[config.mk]
export PLATFORM = sky130hd
export DESIGN_NAME = nubus_test_master
export DESIGN_NICKNAME = d
export VERILOG_FILES = /design/src/rtl/nubus_test_master.sv
export SDC_FILE = /design/constraint.sdc
export NUM_CORES = 1
export LEC_CHECK = 0
export CAP_MARGIN = 10
export CORE_MARGIN = 4
export CORE_UTILIZATION = 50
export CTS_BUF_LIST = sky130_fd_sc_hd__clkbuf_4 sky130_fd_sc_hd__clkbuf_8
export DETAILED_ROUTE_END_ITERATION = 12
export HOLD_SLACK_MARGIN = 0.08
export PLACE_DENSITY = 0.78
export SLEW_MARGIN = 25
export SYNTH_ARGS = -nofsm -noshare
export SYNTH_HDL_FRONTEND = slang
export SYNTH_SLANG_ARGS = --single-unit
[constraint.sdc]
create_clock -name nub_clkn -period 5.1 [get_ports nub_clkn]
set_clock_uncertainty 0.15 [all_clocks]
set_input_delay 0.51 -clock nub_clkn [delete_from_list [all_inputs] [get_ports nub_clkn]]
set_output_delay 0.51 -clock nub_clkn [all_outputs]
set_load 0.05 [all_outputs]
[src/rtl/nubus_test_master.sv]
// NuBus test master: queues commands and runs single-word NuBus beats (START/DATA/ACK),
// returning one response per beat through a one-entry holding register.
module nubus_test_master #(
   parameter int CMD_DEPTH    = 4,
   parameter int CNT_W        = 4,
   parameter int TIMEOUT_CLKS = 255
) (
   input  logic             nub_clkn,
   input  logic             nub_resetn,
   input  logic             cmd_valid,
   output logic             cmd_ready,
   input  logic [3:0]       cmd_tmad,
   input  logic [31:0]      cmd_addr,
   input  logic [31:0]      cmd_wdata,
   input  logic [CNT_W-1:0] cmd_count,
   output logic             rsp_valid,
   input  logic             rsp_ready,
   output logic [31:0]      rsp_addr,
   output logic [31:0]      rsp_rdata,
   output logic [1:0]       rsp_status,
   output logic             rsp_timeout,
   output logic             busy,
   output logic             nub_startn_o,
   output logic [31:0]      nub_adn_o,
   output logic             nub_ad_oe,
   output logic [1:0]       nub_tmn_o,
   output logic             nub_tm_oe,
   input  logic [31:0]      nub_adn_i,
   input  logic [1:0]       nub_tmn_i,
   input  logic             nub_ackn_i
);

   localparam int              PTR_W     = $clog2(CMD_DEPTH);
   localparam logic [PTR_W:0]  FIFO_FULL = (PTR_W+1)'(CMD_DEPTH);
   localparam logic [15:0]     TMO_LAST  = 16'(TIMEOUT_CLKS - 1);

   typedef struct packed {
      logic [3:0]       tmad;
      logic [29:0]      word;
      logic [31:0]      wdata;
      logic [CNT_W-1:0] count;
   } cmd_t;

   typedef enum logic [1:0] {S_IDLE, S_START, S_DATA, S_RESP} state_t;

   cmd_t             fifo_mem [CMD_DEPTH];
   logic [PTR_W-1:0] wr_ptr_q, rd_ptr_q;
   logic [PTR_W:0]   fill_q, fill_d;
   logic             push, pop;

   state_t           state_q, state_d;
   cmd_t             cur_q, cur_d;
   logic [CNT_W-1:0] beat_q, beat_d;
   logic [15:0]      tmo_q, tmo_d;
   logic [31:0]      cap_rdata_q, cap_rdata_d;
   logic [1:0]       cap_status_q, cap_status_d;
   logic             cap_timeout_q, cap_timeout_d;
   logic             rsp_valid_q, rsp_valid_d;
   logic [31:0]      rsp_addr_q, rsp_addr_d;
   logic [31:0]      rsp_rdata_q, rsp_rdata_d;
   logic [1:0]       rsp_status_q, rsp_status_d;
   logic             rsp_timeout_q, rsp_timeout_d;

   logic [29:0]      beat_word;
   logic [31:0]      beat_wdata;
   logic             is_write;
   logic             unused_addr_bits;

   // Full is judged on the registered fill level, so a same-cycle pop never makes room.
   assign cmd_ready        = (fill_q != FIFO_FULL);
   assign push             = cmd_valid && cmd_ready;
   assign unused_addr_bits = ^cmd_addr[1:0];

   assign beat_word  = cur_q.word + 30'(beat_q);
   assign beat_wdata = cur_q.wdata + 32'(beat_q);
   assign is_write   = cur_q.tmad[3];

   always_comb begin
      fill_d = fill_q;
      case ({push, pop})
         2'b10:   fill_d = fill_q + (PTR_W+1)'(1);
         2'b01:   fill_d = fill_q - (PTR_W+1)'(1);
         default: fill_d = fill_q;
      endcase
   end

   // NOTE: command storage has no reset; fill_q/pointers alone decide which entries are live.
   always_ff @(posedge nub_clkn) begin
      if (push) begin
         fifo_mem[wr_ptr_q] <= cmd_t'{tmad: cmd_tmad, word: cmd_addr[31:2],
                                      wdata: cmd_wdata, count: cmd_count};
      end
   end

   // NOTE: every variable gets its hold value first, so no path through the case infers a latch.
   always_comb begin
      state_d       = state_q;
      cur_d         = cur_q;
      beat_d        = beat_q;
      tmo_d         = tmo_q;
      cap_rdata_d   = cap_rdata_q;
      cap_status_d  = cap_status_q;
      cap_timeout_d = cap_timeout_q;
      rsp_valid_d   = rsp_valid_q;
      rsp_addr_d    = rsp_addr_q;
      rsp_rdata_d   = rsp_rdata_q;
      rsp_status_d  = rsp_status_q;
      rsp_timeout_d = rsp_timeout_q;
      pop           = 1'b0;

      if (rsp_valid_q && rsp_ready) rsp_valid_d = 1'b0;

      case (state_q)
         S_IDLE: begin
            if (fill_q != '0) begin
               pop     = 1'b1;
               cur_d   = fifo_mem[rd_ptr_q];
               beat_d  = '0;
               state_d = S_START;
            end
         end
         S_START: begin
            tmo_d   = '0;
            state_d = S_DATA;
         end
         S_DATA: begin
            if (!nub_ackn_i) begin
               cap_rdata_d   = is_write ? 32'h0 : ~nub_adn_i;
               cap_status_d  = ~nub_tmn_i;
               cap_timeout_d = 1'b0;
               state_d       = S_RESP;
            end else if (tmo_q == TMO_LAST) begin
               cap_rdata_d   = 32'h0;
               cap_status_d  = 2'b00;
               cap_timeout_d = 1'b1;
               state_d       = S_RESP;
            end else begin
               tmo_d = tmo_q + 16'd1;
            end
         end
         S_RESP: begin
            // Holding register is free, or being drained this cycle: hand the beat over.
            if (!rsp_valid_q || rsp_ready) begin
               rsp_valid_d   = 1'b1;
               rsp_addr_d    = {beat_word, cur_q.tmad[1:0]};
               rsp_rdata_d   = cap_rdata_q;
               rsp_status_d  = cap_status_q;
               rsp_timeout_d = cap_timeout_q;
               if ((beat_q < cur_q.count) && !cap_timeout_q) begin
                  beat_d  = beat_q + CNT_W'(1);
                  state_d = S_START;
               end else begin
                  state_d = S_IDLE;
               end
            end
         end
         default: state_d = S_IDLE;
      endcase
   end

   always_comb begin
      nub_startn_o = 1'b1;
      nub_ad_oe    = 1'b0;
      nub_tm_oe    = 1'b0;
      nub_adn_o    = '1;
      nub_tmn_o    = '1;
      case (state_q)
         S_START: begin
            nub_startn_o = 1'b0;
            nub_ad_oe    = 1'b1;
            nub_tm_oe    = 1'b1;
            nub_adn_o    = ~{beat_word, cur_q.tmad[1:0]};
            nub_tmn_o    = ~cur_q.tmad[3:2];
         end
         S_DATA: begin
            if (is_write) begin
               nub_ad_oe = 1'b1;
               nub_adn_o = ~beat_wdata;
            end
         end
         default: ;
      endcase
   end

   // NOTE: state registers use non-blocking assignments so every flop samples pre-edge values.
   always_ff @(posedge nub_clkn or negedge nub_resetn) begin
      if (!nub_resetn) begin
         wr_ptr_q      <= '0;
         rd_ptr_q      <= '0;
         fill_q        <= '0;
         state_q       <= S_IDLE;
         cur_q         <= '0;
         beat_q        <= '0;
         tmo_q         <= '0;
         cap_rdata_q   <= '0;
         cap_status_q  <= '0;
         cap_timeout_q <= 1'b0;
         rsp_valid_q   <= 1'b0;
         rsp_addr_q    <= '0;
         rsp_rdata_q   <= '0;
         rsp_status_q  <= '0;
         rsp_timeout_q <= 1'b0;
      end else begin
         if (push) wr_ptr_q <= wr_ptr_q + PTR_W'(1);
         if (pop)  rd_ptr_q <= rd_ptr_q + PTR_W'(1);
         fill_q        <= fill_d;
         state_q       <= state_d;
         cur_q         <= cur_d;
         beat_q        <= beat_d;
         tmo_q         <= tmo_d;
         cap_rdata_q   <= cap_rdata_d;
         cap_status_q  <= cap_status_d;
         cap_timeout_q <= cap_timeout_d;
         rsp_valid_q   <= rsp_valid_d;
         rsp_addr_q    <= rsp_addr_d;
         rsp_rdata_q   <= rsp_rdata_d;
         rsp_status_q  <= rsp_status_d;
         rsp_timeout_q <= rsp_timeout_d;
      end
   end

   assign rsp_valid   = rsp_valid_q;
   assign rsp_addr    = rsp_addr_q;
   assign rsp_rdata   = rsp_rdata_q;
   assign rsp_status  = rsp_status_q;
   assign rsp_timeout = rsp_timeout_q;
   assign busy        = (state_q != S_IDLE) || (fill_q != '0);

endmodule
Word level (Yosys, flattened, before mapping)
Memory sizes are Yosys's and may differ from the RTL's. A register that Yosys moved wholly into a read port is not among the register bits. Index checks and enable logic that the tools add are counted.

Flip-flop bits (word level): 132. Latch bits: 0. Bits in writable memories: 280. Memory bits (read-only): 0. Bits of input ports: 111. Output and inout port bits: 107. Word-level logic and storage cells: 98. Memories kept: 1.

Memories: fifo_mem (depth 4, width 70, read ports 1, clocked after Yosys merged registers in 1, wr ports 1, RTL line 46) `cmd_t fifo_mem [CMD_DEPTH];`.

Add/subtract/negate cells: 8. Multipliers: 0. Div/mod/pow operators: 0. Order comparisons: 1. Equality and inequality tests: 14. Shifts and indexed selects: 0. Muxes and demuxes: 35. Bitwise operators: 5. Reductions and logical operators: 20.

Operator list (count): 32-bit 2-to-1 mux (4); 32-bit NOT (3); 32-bit case mux with 2 select lines (1); 32-bit by 4-bit adder with 32-bit output (1); 16-bit 2-to-1 mux (2); 16-bit case mux with 2 select lines (1); 30-bit by 4-bit adder with 30-bit output (1); 16-bit by 1-bit adder with 16-bit output, second input constant (1); 16-bit by 8-bit == test with 1-bit output, second input constant (1); 2-bit 2-to-1 mux (7); 1-bit 2-to-1 mux (13); 4-bit 2-to-1 mux (3); 2-bit inequality test, second input constant (5); 2-bit case mux with 4 select lines (1); 4-bit case mux with 2 select lines (1); 2-bit nonzero test (4); 2-bit == test, second input constant (3); 3-bit inequality test, second input constant (2); 3-bit case mux with 2 select lines (1); 2-bit AND reduction (3); 3-bit AND reduction (2); 2-bit by 1-bit adder with 2-bit output, second input constant (2); 4-bit by 1-bit adder with 4-bit output, second input constant (1); 2-bit by 1-bit == test with 1-bit output, second input constant (2); 12 further kinds (18).

Depth between registers and ports, before layout
Word-level depth: 5. Gate-level depth with buffers: 11. Gate-level depth less buffers: 10.

Least setup slack after synthesis
No wires, ideal clock.

Path kind: reg2out. Start: register beat_q[0]. End: output port nub_adn_o[12]. Arrival time: 2.892 ns. Data required time: 4.440 ns. Path slack: 1.548 ns. Stages on the path, launching flop included: 10. Buffers on the path: 1. Cell sequence: dfrtp_1 -> ha_1 -> inv_1 -> fa_1 -> nor2b_1 -> o21a_1 -> buf_2 -> o2111ai_1 -> xnor2_1 -> o21ai_0.

Cells in the longest elaborated chain, start to end: 4. Elaborated cells on any way between the ends: 6. Classes of those cells: add/sub: 2; mux: 2; bitwise: 2.

Ends and longest elaborated chain: from (decl) (RTL line 53) `logic [CNT_W-1:0] beat_q, beat_d;`; from (signal assigned) (RTL line 209) `beat_q <= beat_d;`; 32-bit by 4-bit adder with 32-bit output (RTL line 75) `assign beat_wdata = cur_q.wdata + 32'(beat_q);`; 32-bit NOT (RTL line 178) `nub_adn_o = ~beat_wdata;`; 32-bit 2-to-1 mux (RTL line 176) `if (is_write) begin`; 32-bit case mux with 2 select lines (*) (RTL line 167) `case (state_q)`; to (decl) (RTL line 24) `output logic [31:0] nub_adn_o,`.

Every way passes the cells marked *; elsewhere a longest branch is shown, timed or not.

Final worst setup path
Start: register beat_q[0]. End: output port nub_adn_o[26].

Same word-level chain as after synthesis.

==> summary.md <==
| Metric | Value |
|---|---|
| Maximum vdd ir drop | `925.7 uV` |
| Routed Antenna Nets | `0` |
| Status | `completed` |
| Pwr/cell area | `698.5 nW/um^2` |
| Fin. max-slew vios | `0` |
| Clk_lat worst skew | `630 ps` |
| Routed len/inst | `22.31 um` |
| Syn_area_per_cell | `15.64 sq um` |
| CTS tree | `built` |
| Worst slew pin tran | `1028 ps` |
| Cell Rows | `73` |
| Clock transition at path regs | `50 ps` |
| Endpoint type of the worst setup path | `output pin` |
| CTS Buffer Depth | `3` |
| Vias per Instance | `5.751` |
| Fin crit share | `94.11%` |
| Crit path kind | `flop to output pin` |
| Synth area leader | `edfxtp_1` |
| Post-CTS Setup Bufs | `0` |
| WP data arrival | `4140 ps` |
| Fill cell total of the finished layout | `2955` |
| Clock root buffer | `clkbuf_8` |
| Cells along the critical path | `ha_1 > inv_1 > fa_1 > nor2b_1 > o21a_2 > o21ai_4 > o31a_1 > o21ai_0 > a221o_1 > clkdlybuf4s50_1` |
| Final Hold Viols | `0` |
| Slowest stage cell on the critical path | `clkdlybuf4s50_1` |
| Slew headroom | `31.48%` |
| DR DRC count | `0` |
| Starting DRT DRC Count | `1013` |
| Final setup violation count | `0` |
| Syn nets | `1423` |
| IO Pins | `218` |
| Largest net degree at the start of global routing | `108` |
| WP buf/inv | `2` |
| TritonRoute pass-1 iters | `5` |
| Die area | `43460 sq um` |
| Crit start category | `flop` |
| Cells after synthesis | `1285` |
| Max H-tree Level | `3` |
| Share of the synthesized area in the top cell type | `41.84%` |
| TritonCTS buffer count | `79` |
| Starting Density | `50.58%` |
| Worst-path fanout max | `11` |
| First-pass GRT wire length | `73390 um` |
| Antenna violations before repair | `2` |
| PortBufs | `215` |
| Post-synthesis sequential area ratio | `66.99%` |
| Share of layout cells above drive strength 1 | `22.03%` |
| Final GP Congestion | `0.9068` |
| Placed cells | `1973` |
| Ant. Diodes | `0` |
| Async set-or-reset flop fraction in the synthesized netlist | `41.91%` |
| Max Fclk | `208.3 MHz` |
| CTS Sinks | `482` |
| Top delay family on crit path | `compound AO/OA/AOI/OAI gates` |
| Multi-input gate area | `6274 sq um` |
| Max-cap violations | `0` |
| Worst path max stage delay | `830 ps` |
| Post-DP HPWL | `30570 um` |
| Final cell count without fillers | `2118` |
| Vias in the first global route | `12.79k` |
| Total Neg Setup Slack | `0 ps` |
| Die Span Y | `208.5 um` |
| Post-synth cell types | `58` |
| Static Leakage | `9.153 nW` |
| Via Count | `12.18k` |
| GRT Overall Usage | `21.73%` |
| Synth-to-layout area growth | `21.80%` |
| Die width | `208.5 um` |
| Grt ovf | `0` |
| Mapped Area | `20100 sq um` |
| Syn. warnings | `0` |
| WP data required | `4440 ps` |
| Register Area | `13470 sq um` |
| Core ar. | `39730 sq um` |
| NumNets Final | `1668` |
| Yosys reg bits | `482` |
| Hold Crit Class | `input port to flop` |
| Number of synthesized flops with an enable pin | `280` |
| Final worst path period need | `4800 ps` |
| RSZ-0062 raised after global routing | `false` |
| WL final | `47250 um` |
| Ys flop type | `edfxtp_1` |
| Synth area leaders | `edfxtp_1, dfrtp_1, mux4_2, mux2_2, nand2_1` |
-- state kept, by name, indices dropped and copies added, names as in the netlist, 2 cells and up --
register,flops
fifo_mem,280
cur_q,70
cap_rdata_q,32
rsp_addr,32
rsp_rdata,32
tmo_q,16
beat_q,4
fill_q,3
cap_status_q,2
rd_ptr_q,2
rsp_status,2
state_q,2
wr_ptr_q,2
-- Yosys cell counts, types with 20 or more instances --
library cell and n:
nand2_1 125, o21ai_0 61, clkbuf_1 45, xnor2_1 36, xor2_1 33, nor2_1 28, dfrtp_1 202, mux2_2 110
edfxtp_1 280, nand4_1 20, ha_1 24, mux4_2 70, o31ai_1 33, inv_1 21
-- layout make-up --
| type | count | area share (%) |
|---|---|---|
| clock inverters | 22 | 0.8639 |
| inverters | 24 | 0.3681 |
| multi-input cells | 712 | 25.63 |
| clock buffers | 122 | 6.017 |
| flip-flops and latches | 482 | 55.02 |
| well taps | 525 | 2.684 |
| repair buffers | 231 | 9.411 |
-- layout by cell type, fill, tap and decap left out, types with 11 or more instances in the layout --
cell type,instances
edfxtp_1,280
ha_1,24
nand3_1,19
nand2_1,124
a21oi_1,19
clkdlybuf4s50_1,214
o21ai_0,61
and3_1,13
nand4_1,20
o31ai_1,33
nor3_1,11
clkbuf_4,33
inv_1,21
clkbuf_8,90
xor2_1,33
xnor2_1,36
mux4_2,70
buf_4,13
mux2_2,110
a221o_1,13
dfrtp_1,200
nor2_1,28
-- report_power, final --
part | leakage, nW | internal (W) | switching, W
clock network | 0.881 | 0.00200 | 0.00152
registers | 5.12 | 0.00534 | 0.000863
logic | 3.15 | 0.00282 | 0.00455
-- worst register-to-register path: stages, from the launching register on --
cell and delay, ps:
dfrtp_1 400, inv_1 140, ha_1 260, nand2b_1 140, inv_2 490, buf_4 710
mux2_2 440
-- final timing paths --
kind | start | to | slack (ps) | depth (start not counted)
max | beat_q[0] | nub_adn_o[26] | 300 | 10
min | nub_adn_i[16] | cap_rdata_q[16] | 310 | 2
max reg2reg | state_q[1] | cur_q[19] | 2260 | 6
min reg2reg | cap_rdata_q[26] | cap_rdata_q[26] | 320 | 2
max in group asynchronous | nub_resetn | rd_ptr_q[1] | 3250 | 3
min in group asynchronous | nub_resetn | cur_q[68] | 410 | 2
-- what timing repair did --
action / in CTS / in global routing
resized for setup: 0 / 1
hold endpoints to repair: 95 / 0
endpoints found under the setup margin: 0 / 1
hold buffers: 1 / 0
-- through the flow --
| step | power [W] | setup slack (ps) | hold WS [ps] | util, % | cell area (sq um) |
|---|---|---|---|---|---|
| floorplan | 0.01109 | 1548 | 64.41 | - | 20100 |
| global placement | 0.01345 | 877.5 | 305.3 | 57.29 | 22760 |
| detailed placement | 0.01363 | 817.2 | 316.0 | 57.30 | 22770 |
| CTS | 0.01723 | 94.30 | 240.9 | 61.57 | 24460 |
| global route | 0.01794 | 46.64 | 260.2 | 61.60 | 24480 |
| finish | 0.01710 | 300.2 | 305.9 | 61.60 | 24480 |
-- cell families after synthesis --
kind of cell	Yosys count	synth area share (%)
fa+ha+maj	27	1.793
xor+xnor	69	3.007
simple gates	258	6.226
flops	482	66.99
mux	181	14.06
compound gates	177	5.983
buf+inv	91	1.936
-- routing by layer --
| metal | global-route usage, % | vias up | share of wire [%] |
|---|---|---|---|
| met5 | 0 | - | 0.066 |
| met4 | 7.022 | 4 | 2.6 |
| met3 | 6.529 | 91 | 8.2 |
| met2 | 34.28 | 474 | 47 |
| met1 | 29.36 | 6210 | 42 |
| li1 | - | 5402 | - |
(Power assumes the default switching activity.)
